===== src/rtl/etapa_fetch.sv =====
// Instruction-fetch stage: PC, single-outstanding imem read handshake, small fetch queue.
// Optional IF_PERF_CNT_EN adds saturating fetched/stall performance counters.
module etapa_fetch #(
  parameter int                 PC_W      = 8,
  parameter int                 INSTR_W   = 14,
  parameter int                 QDEPTH    = 2,
  parameter logic [PC_W-1:0]    RESET_PC  = '0,
  parameter logic [INSTR_W-1:0] NOP_INSTR = '0
) (
  input  logic               clk,
  input  logic               rst_n,
  output logic               imem_req,
  output logic [PC_W-1:0]    imem_addr,
  input  logic               imem_ready,
  input  logic               imem_rvalid,
  input  logic [INSTR_W-1:0] imem_rdata,
  input  logic               stall_in,
  input  logic               redirect_valid,
  input  logic [PC_W-1:0]    redirect_pc,
  output logic [INSTR_W-1:0] instruction_out,
  output logic [PC_W-1:0]    pc_out,
  output logic               inst_valid
`ifdef IF_PERF_CNT_EN
  ,
  output logic [31:0]        perf_fetched,
  output logic [31:0]        perf_stall
`endif
);
  localparam int AW = $clog2(QDEPTH);
  localparam int CW = $clog2(QDEPTH + 1);

  typedef struct packed {
    logic [INSTR_W-1:0] instr;
    logic [PC_W-1:0]    pc;
  } entry_t;

  typedef enum logic {S_REQ, S_WAIT} state_t;

  state_t          state, state_nx;
  logic [PC_W-1:0] fetch_pc, fetch_pc_nx, req_pc, req_pc_nx;
  logic            discard, discard_nx;
  logic            accept, push, pop;
  entry_t          q [QDEPTH];
  logic [AW-1:0]   head, tail;
  logic [CW-1:0]   count;

  assign imem_addr       = fetch_pc;
  assign inst_valid      = (count != '0);
  assign instruction_out = inst_valid ? q[head].instr : NOP_INSTR;
  assign pc_out          = inst_valid ? q[head].pc : '0;
  assign pop             = inst_valid & ~stall_in & ~redirect_valid;

  always_comb begin
    imem_req    = rst_n && (state == S_REQ) && (count < CW'(QDEPTH));
    accept      = imem_req & imem_ready;
    state_nx    = state;
    fetch_pc_nx = fetch_pc;
    req_pc_nx   = req_pc;
    discard_nx  = discard;
    push        = 1'b0;
    case (state)
      S_REQ: if (accept) begin
        state_nx    = S_WAIT;
        req_pc_nx   = fetch_pc;
        fetch_pc_nx = fetch_pc + PC_W'(1);
      end
      S_WAIT: if (imem_rvalid) begin
        push       = ~discard;
        discard_nx = 1'b0;
        state_nx   = S_REQ;
      end
      default: state_nx = S_REQ;
    endcase
    // A redirect poisons whatever read is (or is about to be) in flight.
    if (redirect_valid) begin
      fetch_pc_nx = redirect_pc;
      push        = 1'b0;
      if (accept || (state == S_WAIT && !imem_rvalid)) discard_nx = 1'b1;
    end
  end

  always_ff @(posedge clk or negedge rst_n) begin
    if (!rst_n) begin
      state    <= S_REQ;
      fetch_pc <= RESET_PC;
      req_pc   <= RESET_PC;
      discard  <= 1'b0;
      head     <= '0;
      tail     <= '0;
      count    <= '0;
    end else begin
      state    <= state_nx;
      fetch_pc <= fetch_pc_nx;
      req_pc   <= req_pc_nx;
      discard  <= discard_nx;
      if (redirect_valid) begin
        head  <= '0;
        tail  <= '0;
        count <= '0;
      end else begin
        if (push) tail <= tail + AW'(1);
        if (pop)  head <= head + AW'(1);
        if (push && !pop)      count <= count + CW'(1);
        else if (!push && pop) count <= count - CW'(1);
      end
    end
  end

  always_ff @(posedge clk) begin
    if (push) q[tail] <= '{instr: imem_rdata, pc: req_pc};
  end

`ifdef IF_PERF_CNT_EN
  always_ff @(posedge clk or negedge rst_n) begin
    if (!rst_n) begin
      perf_fetched <= '0;
      perf_stall   <= '0;
    end else begin
      if (push && perf_fetched != '1) perf_fetched <= perf_fetched + 32'd1;
      if (inst_valid && stall_in && perf_stall != '1) perf_stall <= perf_stall + 32'd1;
    end
  end
`endif

endmodule


===== config.mk =====
export PLATFORM = sky130hd
export DESIGN_NAME = etapa_fetch
export DESIGN_NICKNAME = d
export VERILOG_FILES = /design/src/rtl/etapa_fetch.sv
export SDC_FILE = /design/constraint.sdc
export NUM_CORES = 1
export LEC_CHECK = 0
export CAP_MARGIN = 20
export CORE_MARGIN = 4
export CORE_UTILIZATION = 45
export CTS_CLUSTER_DIAMETER = 200
export DETAILED_ROUTE_END_ITERATION = 8
export MAX_ROUTING_LAYER = met4
export PLACE_DENSITY = 0.69
export SYNTH_ARGS = -nofsm -noshare
export SYNTH_HDL_FRONTEND = slang
export SYNTH_SLANG_ARGS = --single-unit

===== constraint.sdc =====
create_clock -name clk -period 4.28 [get_ports clk]
set_clock_uncertainty 0.15 [all_clocks]
set_input_delay 0.856 -clock clk [delete_from_list [all_inputs] [get_ports clk]]
set_output_delay 0.856 -clock clk [all_outputs]
set_load 0.1 [all_outputs]

Yosys cells after proc, flatten, opt, wreduce, memory -nomap -nowiden

Memory sizes are Yosys's and may differ from the RTL's.
Cells that the tools add are included.
Widths: inputs -> output; s select.

Add/subtract/negate cells: 5
Order comparisons: 1
Eq/ne operators: 1
Mux-type cells: 24
Bitwise logic cells: 7
Reduce and logical (&&, ||, !) cells: 16

Operator list:

| operator            | number |
|---|---|
| $mux 8              | 4 |
| $mux 1              | 15 |
| $mux 14             | 1 |
| $add 8x1->8 const B | 1 |
| $reduce_bool 2->1   | 4 |
| $mux 2              | 3 |
| $logic_and 1x1->1   | 5 |
| $not 1->1           | 4 |
| $reduce_and 2->1    | 2 |
| $and 1x1->1         | 3 |
| $logic_not 1->1     | 3 |
| $reduce_bool 3->1   | 1 |
| $add 1x1->1 const B | 2 |
| $add 2x1->2 const B | 1 |
| $lt 2x2->1 const B  | 1 |
| $ne 2x2->1 const B  | 1 |
| $pmux 1 s2          | 1 |
| $sub 2x1->2 const B | 1 |
| $logic_or 1x1->1    | 1 |

Register bits after elaboration: 22
Bits in writable memories: 44
Input bits: 28
Output and inout bits: 32
Logic and storage cells: 62
Memories kept: 1

Memories:

| memory | depth | width | rd ports | clocked after memory_dff | wr ports | RTL line | text |
|---|---|---|---|---|---|---|---|
| q      | 2     | 22    | 1        | 0                        | 1        | 43       | `entry_t q [QDEPTH];` |

Longest topological paths before layout

Gate-level depths: netlist of run 1.

Depth after elaboration: 9
Mapped depth: 5
Gate-level depth less buffers: 4

Worst setup path before layout of run 1

Ideal clock, no wire load.

Path kind: in2out
Start: input rst_n
End: output imem_req
Data arrival time: 3.038 ns
Required time: 3.274 ns
Slack: 0.236 ns
Stages on the path: 1
Path through: nor3b_1

Longest elaborated chain between the ends: 2

Ends and longest elaborated chain:

| what                            | RTL line | text |
|---|---|---|
| from (decl)                     | 11       | `input logic rst_n,` |
| $logic_and 1x1->1 (2 in series) | 54       | `imem_req = rst_n && (state == S_REQ) && (count < CW'(QDEPTH));` |
| to (decl)                       | 12       | `output logic imem_req,` |

Every way passes these cells.

Worst setup path in the final report of run 1

Start: register count[1]
End: output inst_valid

Longest elaborated chain between the ends: 1

Ends and longest elaborated chain:

| what                   | RTL line | text |
|---|---|---|
| from (decl)            | 45       | `logic [CW-1:0] count;` |
| from (signal assigned) | 103      | `if (push && !pop) count <= count + CW'(1);` |
| from (signal assigned) | 104      | `else if (!push && pop) count <= count - CW'(1);` |
| $reduce_bool 2->1      | 48       | `assign inst_valid = (count != '0);` |
| to (decl)              | 22       | `output logic inst_valid` |

Every way passes these cells.

==> results.cfg, run 1 <==
[status]
outcome = finished clean

[floorplan]
initial_core_util_pct = 46.3
dieHeight_um = 85.8
dieArea_um2 = 7360
die_x_um = 85.8
rows = 28
core_um2 = 5890
io_pins = 60

[placed_design]
io_buffers = 59
placedCellCount = 344
gp_congestion = 0.795
dpl.hpwl_um = 3260
place_area_um2 = 3390

[yosys]
synth_top_area_cell = edfxtp_1
synthXorXnorAreaFrac_pct = 0.643
synth_simple_gate_area_share_pct = 15.2
syn-num-nets = 241
syn_area_um2 = 2720
yosys_register_bits = 66
synth_top_family_by_area = simple AND/OR/NAND/NOR gates
muxShareOfSynthArea_pct = 8.46
post_synth.cell_area_avg_um2 = 12.8
synthAdderAreaFrac_pct = 0.460
synth.top_cell.area_share_pct = 48.5
synth_compound_gate_area_share_pct = 4.50
yosysWarnings = 0
postSynthCellCount = 212
seq_area_frac_synth_pct = 68.8
synthTopCellsByArea = edfxtp_1 (49%), dfrtp_1 (20%), mux2i_1 (8.5%)
ys_types = 34

[power_and_ir_drop]
p_comb_share_pct = 17.0
switchingPower_mw = 0.428
leakage_nw = 1.34
swShare_pct = 28.6
pwr-share-clk_pct = 32.5
p_per_area_nw_per_um2 = 419
intPower_mw = 1.07
p_total_mw = 1.50
p_seq_share_pct = 50.5
vdd_drop_max_mv = 0.234

[drt]
wirelength_um = 5010
routed_via_density = 5.12
drc = 0
detail-route-antenna-nets = 0
wl_per_cell_um = 13.9
firstDrtPassIters = 4
drtIter0Drc = 86
vias = 1843

[setup_path]
crit_path_start_kind = register
cp.depth = 4
rrSetupSlack_ns = 2.47
r2r_start = count[1]
reg2reg_depth = 4
critPathCaptureType = primary output
cpPeakStageDelay_ns = 1.12
path_class = reg2out
r2r-end = imem_addr[6]
arrival_ns = 2.27
required_ns = 3.27
cp_slowest_cell = clkdlybuf4s50_1
worst-path-buf-inv = 3
worst-path-max-fanout = 25
crit_family = buffers and inverters
crit_chain = nor2_2, buf_4, inv_1, clkdlybuf4s50_1

[worst_hold_path]
hold_end = q[1][4]
hold_depth = 0
holdCritPathClass = reg2reg
min_from = req_pc[4]

[global_route]
globalRouteTotalUtil_pct = 15.4
grt_remaining_overflow = 0
antenna_found_initial = 0
grt_pass1_wl_um = 8510
grt_pass1_vias = 1821
grt_max_degree = 26

[sta]
fmax_ghz = 0.305
tns_ns = 0
final_max_slew_viol_count = 0
fin_crit_sh_pct = 76.6
hold_ws_ns = 0.321
setup_viol = 0
grt_setup_unrepaired = no
hold_viol = 0
fin_crit_ns = 3.28
max_slew_margin_pct = 34.9
worstMarginPinSlew_ns = 0.973

[clocking]
path_clk_slew_ns = 0.07
clk_latency_ns = 0.33
cts_htree_levels = 3
cts_hold_buffers = 0
root_buffer = clkbuf_8
clockBufferDepth = 2
ctsResizeCount = 0
post_cts_buffers = 0
tritoncts = built
cts.sinks = 66
cts_buffers = 9

[finish]
areaGrowthSynthToFinish_pct = 31.4
fin_area_um2 = 3580
insertedDiodeCount = 0
layout.cells.non_filler = 360
mostFrequentLayoutCells = edfxtp_1 (44), clkdlybuf4s50_1 (36), nand2_1 (34)
fill_cells = 472
layout_commonest_cell = edfxtp_1
layout.nets = 309
drive_gt1_share_pct = 16.5

[run]
cap_violations = 0
[per-stage QoR]
stage	setup slack, ns	util, %
after global routing	0.884	60.8
final	1.00	60.8
after global placement	1.05	57.6
after CTS	0.980	60.8
after floorplan	0.236	-
after detailed placement	1.01	57.6
[worst max-delay path by stage]
stage / start / end / slack (ns)
after floorplan: rst_n / imem_req / 0.24
after global placement: rst_n / imem_req / 1.05
after detailed placement: rst_n / imem_req / 1.01
after CTS: count[1] / inst_valid / 0.98
after global routing: count[1] / inst_valid / 0.88
final: count[1] / inst_valid / 1.00
[cell type report]
cell class                 instances  area (um2)  area share (%)
clock buffer                      10         128            3.57
sequential                        66        1870            52.3
multi-input combinational        133         810            22.6
inverter                           3        11.3           0.315
tap                               75        93.8            2.62
clock inverter                     6        57.6            1.61
timing repair buffer              67         606            16.9
[cells in the mapped netlist]
library cell	number
xor2_1	1
buf_2	4
nor4b_1	1
o21ai_0	5
mux2i_1	23
o211ai_1	2
dfrtp_1	22
xnor2_1	1
a211o_1	1
nand3b_1	1
nor2_1	27
a2111oi_0	1
inv_1	3
ha_1	1
or4_1	5
o41ai_1	1
o31ai_1	2
nor3b_1	2
nand2b_1	1
or3_1	1
and3_1	1
edfxtp_1	44
nor2b_1	1
nand4bb_1	1
a31oi_1	2
a22o_1	1
or3b_1	1
nand2_1	34
nor4bb_1	1
or4bb_1	1
clkbuf_1	6
nand3_1	8
nor3_1	2
a21oi_1	4
[sequential cells by signal (all words and copies together) (netlist names)]
signal / count
q: 44
head: 1
tail: 1
count: 2
state: 1
imem_addr: 8
req_pc: 8
discard: 1
[per-layer routing]
| metal | global-route usage (%) | vias up | part of all wire (%) |
|---|---|---|---|
| li1 | - | 904 | - |
| met1 | 20.5 | 866 | 46 |
| met2 | 22.4 | 66 | 46 |
| met3 | 3.46 | 7 | 7.1 |
| met4 | 7.34 | 0 | 1.4 |
| met5 | - | - | 0 |
[logic make-up (layout without fill, tap and decap cells)]
| logic type | Yosys count | count (layout) |
|---|---|---|
| AOI/OAI and AO/OA | 19 | 19 |
| xor gates and xnor gates | 2 | 2 |
| adders and majority gates | 1 | 1 |
| buffers and inverters | 13 | 86 |
| DFF | 66 | 66 |
| muxes | 23 | 23 |
| and+or+nand+nor | 88 | 88 |
[power groups by stage]
stage                     Clock [mW]  Sequential, mW  Combinational (mW)
after detailed placement           0           0.770               0.257
final                          0.487           0.756               0.255
after global placement             0           0.767               0.255
after global routing           0.533           0.762               0.271
after floorplan                    0           0.818               0.121
after CTS                      0.500           0.757               0.258
(Power assumes the default switching activity.)
==> run 2, diff against run 1 <==
--- a/config.mk
+++ b/config.mk
@@ -11,7 +11,7 @@
 export CTS_CLUSTER_DIAMETER = 200
 export DETAILED_ROUTE_END_ITERATION = 8
 export MAX_ROUTING_LAYER = met4
-export PLACE_DENSITY = 0.69
+export PLACE_DENSITY = 0.72
 export SYNTH_ARGS = -nofsm -noshare
 export SYNTH_HDL_FRONTEND = slang
 export SYNTH_SLANG_ARGS = --single-unit
==> constraint.sdc (replaced) <==
create_clock -name clk -period 2.9 [get_ports clk]
set_clock_uncertainty 0.15 [all_clocks]
set_input_delay 0.58 -clock clk [delete_from_list [all_inputs] [get_ports clk]]
set_output_delay 0.58 -clock clk [all_outputs]
set_load 0.1 [all_outputs]
==> run 2 against run 1 <==
Global-route usage is 0.15 points higher. Setup slack got worse by 0.69 ns. Flip-flop and latch count did not move. Power rose by 49%. Clock-buffer cell count up 3. Sequential power is 48% higher. Combinational power grew 61%. Critical path depth did not move. Via count up 1.4%. Die area unchanged. Cell area rose by 8.9%. First-iteration DRC count increased by 30%. Highest routed layer unchanged.
==> results.cfg, run 2 (same netlist as run 1, synthesis figures left out) <==
[status]
outcome = finished clean

[worst_hold_path]
hold_depth = 0
holdCritPathClass = reg2reg
min_from = req_pc[6]

[floorplan]
core_um2 = 5890
die_x_um = 85.8
io_pins = 60
dieArea_um2 = 7360
dieHeight_um = 85.8
initial_core_util_pct = 46.3
rows = 28

[finish]
mostFrequentLayoutCells = edfxtp_1 (44), nand2_1 (34), clkdlybuf4s50_1 (27)
insertedDiodeCount = 0
final_util_pct = 66.2
top_register = q
layout_commonest_cell = edfxtp_1
areaGrowthSynthToFinish_pct = 43.1
fill_cells = 441
fin_area_um2 = 3900
layout.cells.non_filler = 361
multi_input_area_um2 = 875
largest_reg_flops = 44
layout.nets = 310
drive_gt1_share_pct = 26.6
regArea_um2 = 1870

[clocking]
path_clk_slew_ns = 0.07
cts_hold_buffers = 0
cts.sinks = 66
tritoncts = built
cts_htree_levels = 3
ctsResizeCount = 0
root_buffer = clkbuf_8
cts_buffers = 9
clockBufferDepth = 2
clk_latency_ns = 0.33
post_cts_buffers = 0

[drt]
vias = 1869
wl_met3_um = 365
wirelength_um = 5180
routed_via_density = 5.18
drtIter0Drc = 112
firstDrtPassIters = 4
highest_layer = met4
wl_met1_um = 2240
detail-route-antenna-nets = 0
wl_per_cell_um = 14.4
route.met2.wl_um = 2500
drc = 0

[power_and_ir_drop]
p_per_area_nw_per_um2 = 573
leakage_nw = 1.43
vdd_drop_max_mv = 0.307
p_total_mw = 2.23

[sta]
max_slew_margin_pct = 71.9
setup_viol = 0
hold_ws_ns = 0.319
grt_setup_unrepaired = no
tns_ns = 0
fmax_ghz = 0.386
final_max_slew_viol_count = 0
fin_crit_ns = 2.59
hold_viol = 0
fin_crit_sh_pct = 89.3
worstMarginPinSlew_ns = 0.422
fin_ws_ns = 0.310

[setup_path]
path_class = reg2out
crit_path_start = head
critPathCaptureType = primary output
arrival_ns = 1.86
required_ns = 2.17
worst-path-max-fanout = 17
r2r_start = count[1]
reg2reg_depth = 3
crit_path_start_kind = register

[placed_design]
dpl.hpwl_um = 3610
placedCellCount = 345
place_area_um2 = 3720
pre_cts_ws_ns = 0.387
gp_congestion = 0.877
io_buffers = 59

[global_route]
grt_pass1_wl_um = 8560
globalRouteTotalUtil_pct = 15.5
grt_max_degree = 26
grt_remaining_overflow = 0
grt_pass1_vias = 1882
antenna_found_initial = 0

[run]
cap_violations = 0
-- run 2: changes by cell type in the layout (fill, tap and decap cells not counted), moves of 2 or more --
cell / previous run / this run
clkinvlp_4: 2 / 0
clkinv_1: 2 / 0
buf_12: 1 / 23
nor2_2: 1 / 20
buf_4: 30 / 18
nor2_1: 26 / 7
clkdlybuf4s50_1: 36 / 27
clkbuf_1: 1 / 4
-- run 2: critical path, cell delays in order, from the launching register on --
cell and delay [ns]:
dfrtp_1 0.60, buf_4 0.38, mux2i_1 0.28, nor2_2 0.08, buf_12 0.18
-- run 2: power breakdown --
group	switching (mW)	internal (mW)
Combinational	0.268	0.141
Clock	0.308	0.396
Sequential	0.0487	1.07
Total	0.625	1.61
-- run 2: path summary, 6_finish.rpt --
| kind | end | slack [ns] |
|---|---|---|
| worst min-delay path | q[1][6] | 0.32 |
| worst max-delay path | pc_out[0] | 0.31 |
| worst max register to register | imem_addr[6] | 0.95 |
| worst min register to register | q[1][6] | 0.32 |
| max in group asynchronous | req_pc[5] | 1.88 |
| min in group asynchronous | tail | 0.49 |
-- run 2: layout make-up --
type | instances | share of cell area (%)
Clock inverter | 3 | 1.03
Inverter | 3 | 0.289
Timing Repair Buffer | 68 | 22.2
Tap cell | 75 | 2.41
Sequential cell | 66 | 48.0
Clock buffer | 13 | 3.56
Multi-Input combinational cell | 133 | 22.4
-- run 2: layer usage --
metal / up-vias / track usage (%)
met4: 0 / 6.91
met2: 69 / 24.6
met1: 888 / 19.0
li1: 905 / -
met3: 7 / 3.75
met5: - / -
